===== config.mk =====
export PLATFORM = sky130hd
export DESIGN_NAME = fios_mm_serial
export DESIGN_NICKNAME = d
export VERILOG_FILES = /design/src/rtl/fios_serial_pkg.sv /design/src/rtl/fios_mac_word.sv /design/src/rtl/fios_mm_serial.sv
export SDC_FILE = /design/constraint.sdc
export NUM_CORES = 2
export LEC_CHECK = 0
export ABC_AREA = 1
export BUFFER_PORTS_ARGS = -buffer_cell sky130_fd_sc_hd__buf_2
export CORE_MARGIN = 2
export CORE_UTILIZATION = 66
export CTS_BUF_LIST = sky130_fd_sc_hd__clkbuf_4 sky130_fd_sc_hd__clkbuf_8
export CTS_CLUSTER_DIAMETER = 100
export DETAILED_ROUTE_END_ITERATION = 8
export PLACE_DENSITY = 0.83
export REMOVE_ABC_BUFFERS = 1
export SYNTH_ARGS = -nofsm -noshare
export SYNTH_HDL_FRONTEND = slang
export SYNTH_SLANG_ARGS = --single-unit

===== constraint.sdc =====
create_clock -name clock_i -period 19.4 [get_ports clock_i]
set_clock_uncertainty 0.15 [all_clocks]
set_input_delay 1.94 -clock clock_i [delete_from_list [all_inputs] [get_ports clock_i]]
set_output_delay 1.94 -clock clock_i [all_outputs]
set_load 0.03 [all_outputs]

===== src/rtl/fios_serial_pkg.sv =====
// Shared types and width helpers for the serial FIOS Montgomery multiplier.
package fios_serial_pkg;

    typedef enum logic [2:0] {
        IDLE,
        LOAD,
        CALC,
        SUB,
        OUT
    } state_e;

    // Counter wide enough to hold 0..s (inner loop runs one past the last word)
    function automatic int cnt_w(input int s);
        return (s < 1) ? 1 : $clog2(s + 1);
    endfunction

    // Index into an s-entry word array
    function automatic int idx_w(input int s);
        return (s <= 1) ? 1 : $clog2(s);
    endfunction

    function automatic int carry_w(input int w);
        return w + 2;
    endfunction

    function automatic int x_w(input int w);
        return 2 * w + 2;
    endfunction

endpackage


===== src/rtl/fios_mac_word.sv =====
// Single FIOS word step: x = t + a*b + m*p + carry, with m generated on the j=0 step.
module fios_mac_word
    import fios_serial_pkg::*;
#(
    parameter int W = 17
) (
    input  logic         j0_i,
    input  logic [W-1:0] t_i,
    input  logic [W-1:0] a_i,
    input  logic [W-1:0] b_i,
    input  logic [W-1:0] p_i,
    input  logic [W-1:0] m_i,
    input  logic [W-1:0] p_prime_0_i,
    input  logic [W+1:0] carry_i,
    output logic [W-1:0] x_lo_o,
    output logic [W+1:0] carry_o,
    output logic [W-1:0] m_o
);
    localparam int XW = x_w(W);

    logic [W-1:0]  u_lo;
    logic [W-1:0]  m_new;
    logic [W-1:0]  m_sel;
    logic [W+1:0]  carry_eff;
    logic [XW-1:0] x;

    // The first word of a row starts a fresh carry chain, so any stale carry is dropped.
    always_comb begin
        u_lo      = t_i + a_i * b_i;
        m_new     = u_lo * p_prime_0_i;
        m_sel     = j0_i ? m_new : m_i;
        carry_eff = j0_i ? '0 : carry_i;
        x         = XW'(t_i) + XW'(a_i) * XW'(b_i) + XW'(m_sel) * XW'(p_i) + XW'(carry_eff);
    end

    assign x_lo_o  = x[W-1:0];
    assign carry_o = x[XW-1:W];
    assign m_o     = m_sel;

endmodule


===== src/rtl/fios_mm_serial.sv =====
// Word-serial FIOS Montgomery multiplier: res = a*b*R^-1 mod p, R = 2^(W*S).
module fios_mm_serial
    import fios_serial_pkg::*;
#(
    parameter int W         = 17,
    parameter int S         = 8,
    parameter int FINAL_SUB = 1
) (
    input  logic         clock_i,
    input  logic         reset_i,
    input  logic         start_i,
    input  logic [W-1:0] p_prime_0_i,
    input  logic         in_valid_i,
    output logic         in_ready_o,
    input  logic [W-1:0] a_i,
    input  logic [W-1:0] b_i,
    input  logic [W-1:0] p_i,
    output logic         busy_o,
    output logic         out_valid_o,
    input  logic         out_ready_i,
    output logic [W-1:0] res_o,
    output logic         out_last_o
);
    localparam int CW = cnt_w(S);
    localparam int IW = idx_w(S);
    localparam logic [CW-1:0] J_LAST      = CW'(S);
    localparam logic [CW-1:0] J_LOAD_LAST = CW'(S - 1);
    localparam logic [IW-1:0] K_LAST      = IW'(S - 1);

    state_e state_q, state_d;

    logic [CW-1:0] j_q;
    logic [IW-1:0] i_q;
    logic [IW-1:0] k_q;
    logic [W-1:0]  a_q [S];
    logic [W-1:0]  b_q [S];
    logic [W-1:0]  p_q [S];
    logic [W-1:0]  d_q [S];
    logic [W-1:0]  t_q [S+1];
    logic [W-1:0]  pp0_q;
    logic [W-1:0]  m_q;
    logic [W+1:0]  carry_q;
    logic          borrow_q;
    logic          use_d_q;

    logic [IW-1:0] j_idx;
    logic [CW-1:0] j_prev;
    logic          j_first;
    logic          j_last;
    logic [W-1:0]  mac_a;
    logic [W-1:0]  mac_p;
    logic [W-1:0]  mac_lo;
    logic [W+1:0]  mac_carry;
    logic [W-1:0]  mac_m;
    logic [W:0]    sub_diff;
    logic [W-1:0]  res_word;

    assign j_idx   = IW'(j_q);
    assign j_prev  = j_q - CW'(1);
    assign j_first = (j_q == '0);
    assign j_last  = (j_q == J_LAST);

    // The closing step of each row only folds the carry into t[S]; operands are zeroed.
    assign mac_a = j_last ? '0 : a_q[j_idx];
    assign mac_p = j_last ? '0 : p_q[j_idx];

    fios_mac_word #(.W(W)) u_mac (
        .j0_i        (j_first),
        .t_i         (t_q[j_q]),
        .a_i         (mac_a),
        .b_i         (b_q[i_q]),
        .p_i         (mac_p),
        .m_i         (m_q),
        .p_prime_0_i (pp0_q),
        .carry_i     (carry_q),
        .x_lo_o      (mac_lo),
        .carry_o     (mac_carry),
        .m_o         (mac_m)
    );

    assign sub_diff = {1'b0, t_q[CW'(k_q)]} - {1'b0, p_q[k_q]} - {{W{1'b0}}, borrow_q};
    assign res_word = use_d_q ? d_q[k_q] : t_q[CW'(k_q)];

    always_ff @(posedge clock_i) begin
        if (reset_i) state_q <= IDLE;
        else         state_q <= state_d;
    end

    always_comb begin
        state_d = state_q;
        case (state_q)
            IDLE: if (start_i) state_d = LOAD;
            LOAD: if (in_valid_i && j_q == J_LOAD_LAST) state_d = CALC;
            CALC: if (j_last && i_q == K_LAST) state_d = (FINAL_SUB != 0) ? SUB : OUT;
            SUB:  if (k_q == K_LAST) state_d = OUT;
            OUT:  if (out_ready_i && k_q == K_LAST) state_d = IDLE;
            default: state_d = IDLE;
        endcase
    end

    always_ff @(posedge clock_i) begin
        if (reset_i) begin
            j_q      <= '0;
            i_q      <= '0;
            k_q      <= '0;
            borrow_q <= 1'b0;
            use_d_q  <= 1'b0;
            for (int n = 0; n <= S; n++) t_q[n] <= '0;
        end else begin
            case (state_q)
                IDLE: begin
                    if (start_i) begin
                        pp0_q <= p_prime_0_i;
                        j_q   <= '0;
                    end
                end
                LOAD: begin
                    if (in_valid_i) begin
                        a_q[j_idx] <= a_i;
                        b_q[j_idx] <= b_i;
                        p_q[j_idx] <= p_i;
                        if (j_q == J_LOAD_LAST) begin
                            j_q <= '0;
                            i_q <= '0;
                            for (int n = 0; n <= S; n++) t_q[n] <= '0;
                        end else begin
                            j_q <= j_q + CW'(1);
                        end
                    end
                end
                CALC: begin
                    carry_q <= mac_carry;
                    // Word 0 of a row always reduces to zero; only m is kept from it.
                    if (j_first) m_q <= mac_m;
                    else         t_q[j_prev] <= mac_lo;
                    if (j_last) begin
                        t_q[S]   <= W'(mac_carry);
                        j_q      <= '0;
                        i_q      <= i_q + IW'(1);
                        k_q      <= '0;
                        borrow_q <= 1'b0;
                        use_d_q  <= 1'b0;
                    end else begin
                        j_q <= j_q + CW'(1);
                    end
                end
                SUB: begin
                    d_q[k_q] <= sub_diff[W-1:0];
                    borrow_q <= sub_diff[W];
                    if (k_q == K_LAST) begin
                        use_d_q <= (t_q[S] != '0) || !sub_diff[W];
                        k_q     <= '0;
                    end else begin
                        k_q <= k_q + IW'(1);
                    end
                end
                OUT: begin
                    if (out_ready_i) k_q <= (k_q == K_LAST) ? '0 : k_q + IW'(1);
                end
                default: ;
            endcase
        end
    end

    assign in_ready_o  = (state_q == LOAD);
    assign busy_o      = (state_q != IDLE);
    assign out_valid_o = (state_q == OUT);
    assign out_last_o  = out_valid_o && (k_q == K_LAST);
    assign res_o       = out_valid_o ? res_word : '0;

endmodule


=== After elaboration in Yosys (flattened, before gate mapping) ===
Memory sizes are Yosys's and may differ from the RTL's. A register that Yosys moved wholly into a read port is not among the register bits.
Index checks and enable logic that the tools add are counted.
W data, S select, Z words.

* Add/sub/neg operators: 10
* Multipliers: 4
* Equality and inequality tests: 17
* Mux-type cells: 78
* Bitwise logic cells: 11
* Reduce and logical (&&, ||, !) cells: 24

{| class="wikitable"
|+ Operator list
! operator !! count
|-
| $mux W17 || 16
|-
| $mul A17 B17 Y34 || 2
|-
| $mux W3 || 21
|-
| $add A36 B19 Y36 || 1
|-
| $add A36 B34 Y36 || 1
|-
| $mux W4 || 9
|-
| $add A17 B34 Y35 || 1
|-
| $mul A17 B17 Y17 || 2
|-
| $mux W1 || 25
|-
| $mux W19 || 1
|-
| $sub A17 B17 Y18 || 1
|-
| $sub A18 B1 Y18 || 1
|-
| $add A17 B17 Y17 || 1
|-
| $reduce_bool A17 Y1 || 1
|-
| $reduce_or A17 Y1 || 1
|-
| $pmux W3 S5 || 1
|-
| $reduce_and A3 Y1 || 5
|-
| $pmux W4 S3 || 1
|-
| $ne A2 B2 Y1 const B || 5
|-
| $or A1 B1 Y1 || 10
|-
| $eq A3 B3 Y1 const B || 3
|-
| $pmux W3 S3 || 1
|-
| $reduce_bool A3 Y1 || 3
|-
| $ne A2 B1 Y1 const B || 4
|-
| 19 further kinds || 27
|}

* Flip-flop bits (word level): 68
* RAM bits: 697
* Word-level logic and storage cells: 158
* Memories: 5

{| class="wikitable"
|+ Memory list
! name !! words !! width !! read ports !! clocked after Yosys merged registers in !! write ports !! line !! text
|-
| t_q || 9 || 17 || 3 || 2 || 9 || fios_mm_serial.sv:39 || <nowiki>logic [W-1:0] t_q [S+1];</nowiki>
|-
| a_q || 8 || 17 || 1 || 1 || 1 || fios_mm_serial.sv:35 || <nowiki>logic [W-1:0] a_q [S];</nowiki>
|-
| b_q || 8 || 17 || 1 || 1 || 1 || fios_mm_serial.sv:36 || <nowiki>logic [W-1:0] b_q [S];</nowiki>
|-
| d_q || 8 || 17 || 1 || 1 || 1 || fios_mm_serial.sv:38 || <nowiki>logic [W-1:0] d_q [S];</nowiki>
|-
| p_q || 8 || 17 || 2 || 2 || 1 || fios_mm_serial.sv:37 || <nowiki>logic [W-1:0] p_q [S];</nowiki>
|}

=== Logic depth before layout (Yosys ltp) ===
* Depth after elaboration: 10
* Mapped depth: 85

=== Hierarchy ===
A second synthesis with hierarchy kept.

* Cell total of the unflattened synthesis: 6966
* Area, all modules: 66901.7 um2

{| class="wikitable"
|+ By module, submodules not included
! module !! instances !! cells an instance !! area each (um2) !! sequential area each (um2)
|-
| fios_mm_serial || 1 || 3439 || 38893.6 || 26595.5
|-
| fios_mac_word || 1 || 3527 || 28008.1 || 0.0
|}

=== Worst setup path before layout ===
No wires, ideal clock.

* Kind: register to register
* Start: register j_q[0]
* End: memory t_q[8][15] (data pin)
* Arrival: 15.434 ns
* Data required time: 18.971 ns
* Slack: 3.537 ns
* Stages on the path, launching flop included: 76
* Clock period less this slack: 15.863 ns
* Cell sequence: dfxtp_1 clkinv_1 ha_1 nand2_1 nor2_1 inv_2 clkbuf_1 nand2_1 inv_1 clkbuf_1 nand2_1 fa_1 fa_1 fa_1 inv_1 fa_1 inv_1 fa_1 [... 40 more ...] fa_1 inv_1 fa_1 inv_1 ha_1 nand3_1 o221ai_1 a21oi_1 inv_1 a21oi_1 inv_1 nand2_1 nand2_1 nand2_1 nand3b_1 xor2_1 nand2_1 o21ai_0

{| class="wikitable"
|+ RTL lines
! what !! line !! text
|-
| from (decl) || fios_mm_serial.sv:32 || <nowiki>logic [CW-1:0] j_q;</nowiki>
|-
| from (signal assigned) || fios_mm_serial.sv:127 || <nowiki>j_q <= j_q + CW'(1);</nowiki>
|-
| from (signal assigned) || fios_mm_serial.sv:144 || <nowiki>j_q <= j_q + CW'(1);</nowiki>
|-
| to (decl) || fios_mm_serial.sv:39 ||
|}

==> metrics.txt <==
Post-DP Area=66000 sq um; CP Data Arrival Time=18.46 ns; Final Wtd Congestion=0.983; Clk Latency, worst-skew pair=between 0.8 and 0.9 ns; CTS tree=built; worst-path fanout max=55; routed via count=49700; Num CTS Buffers=146; Iter 0 DRT Violations=around 6800; max incr delay on CP=0.56 ns; critical path's slowest cell=fa_1; synth cell count leaders=nand2_1, inv_1, edfxtp_1; cts repair resizes=0; H-Tree Depth=4; Post-synth ARST share=0%; Met2 Routed Length=between 80000 and 90000 microns; Core Box Area=96600 sq um; met3 wire len=25200 microns; layout cells sized above 1=approximately 7.6%; Slew HR=between 10% and 20%; number of synthesis warnings=0; synthesized area per cell=9.73 sq um; Placed Cells=7767; total length of routed wires=around 180000 microns; failing checks=DRC; first-pass GRT wire length=279000 microns; DR top layer=met5; vias in the first global route=roughly 50000; Synth top area share=40.7%; CTS root buffer=clkbuf_8; clock sink count=894; post-synthesis sequential area ratio=41.4%; final hold vios=0; WS Path Type=register to register; max-slew violation total from the final report=0; Core Rows=114; area leader, netlist=edfxtp_1; final worst slack=~1.4 ns; io pins=94; Post-synth top flop=edfxtp_1; post-CTS setup buffers=0; Die Footprint=99800 sq um; status=finished with violations; area grow syn2layout=7.38%; Initial Util=approximately 66%; GRT Util Overall=37.1%; wire per inst=22.6 microns; EDFF count, synth=869; critical path's most frequent cell=fa_1; Synth area leaders=edfxtp_1, fa_1, nand2_1; RSZ-0062 raised after global routing=false; Post-Route M1 WL=63800 microns; Worst setup SP type=register; worst path required time=about 20 ns; CP endpoint kind=register; worst slew pin tran=roughly 1.3 ns; port bufs=93; Mapped Area=64200 sq um; Final Net Count=7645; post-synth cell types=58; most common cell in the synthesized netlist=nand2_1; final setup fails=0; worst hold path class=register to register; largest net degree at the start of global routing=97; Die X=~320 microns; clock tree buffer depth=3; fin crit share=92.9%; DP Wirelength=128000 microns; clk slew on worst S/H paths=0.06 ns; fin area=68900 sq um; post-route ant nets=0; initial antenna violation count=9; die height=316 microns; CTS Hold Bufs=0; top achievable clock speed=55.5 MHz; Mapped Cells=6597; final global-route overflow total=0; dpl ws=between 1.5 and 2 ns; drt pass-1 iters=9; Max-Cap Viols=0; vias per cell=6.19; Post-Route Setup TNS=0 ns; FF+latch count, synth=894; Residual DRC=2; post-route insts no fill=8039; fin crit period=18.02 ns
## cells by family after synthesis
| kind of cell | synth area share (%) |
|---|---|
| AND/OR/NAND/NOR | 12.7 |
| flip-flops | 41.4 |
| adder cells (fa/ha/maj) | 25.4 |
| XOR/XNOR | 1.26 |
| AO/OA/AOI/OAI | 10.6 |
| buffers and inverters | 8.66 |
## metal layers
metal / track usage [%] / vias to the layer above
li1: - / 21600
met1: 48.8 / 23800
met2: 56.2 / 3671
met3: 10.0 / 689
met4: 21.1 / 4
met5: 0 / -
## cells in the final DEF, fill, tap and decap left out, types with 57 or more instances in the layout
cell type	count
nand3_1	144
fa_1	615
buf_4	106
nand2_1	1133
xor2_1	57
o21ai_0	419
edfxtp_1	869
o211ai_1	111
clkinv_1	63
a21oi_1	382
nor2_1	680
clkbuf_8	147
inv_1	1119
ha_1	318
buf_2	93
## state kept, by name (all words and copies together) (netlist names), named ones only
signal,count
carry_q,19
a_q,136
i_q,3
use_d_q,1
pp0_q,17
m_q,17
b_q,136
t_q,272
k_q,3
borrow_q,1
j_q,4
d_q,136
p_q,136
state_q,3
## through the flow
stage | utilization [%] | hold slack [ns]
after floorplan | - | 0.313
after global placement | 68.4 | 0.381
after detailed placement | 68.4 | 0.383
after CTS | 71.3 | 0.402
after global routing | 71.4 | 0.443
final | 71.4 | 0.414
## worst max-delay path: cells and delay by family, from the launching register on
family / cells / cell delay (ns)
compound gates: 12 / 2.02
xor+xnor: 2 / 0.51
flops: 1 / 0.51
fa+ha+maj: 21 / 9.93
simple gates: 22 / 2.54
buf+inv: 15 / 2.04
## cell type report
| type | instances | area (sq um) |
|---|---|---|
| clock buffers | 189 | 2340 |
| well taps | 1276 | 1600 |
| diodes | 13 | 32.5 |
| inverters | 1164 | 4380 |
| clock inverters | 70 | 522 |
| fillers | 6715 | 27600 |
| repair buffers | 203 | 1340 |
| multi-input cells | 4230 | 32100 |
| flip-flops and latches | 894 | 26600 |
## final timing paths
kind / startpoint / end / slack, ns / cells after the start
worst max-delay path: register / carry_q[18]$_DFFE_PP_ / 1.38 / 72
worst min-delay path: k_q[0]$_SDFFE_PP0P_ / register / 0.41 / 2
worst max register to register: register / carry_q[18]$_DFFE_PP_ / 1.38 / 72
worst min register to register: k_q[0]$_SDFFE_PP0P_ / register / 0.41 / 2
Power is not shown: default switching activity piles up to over one toggle a cycle in this logic, so the estimate is an artifact.
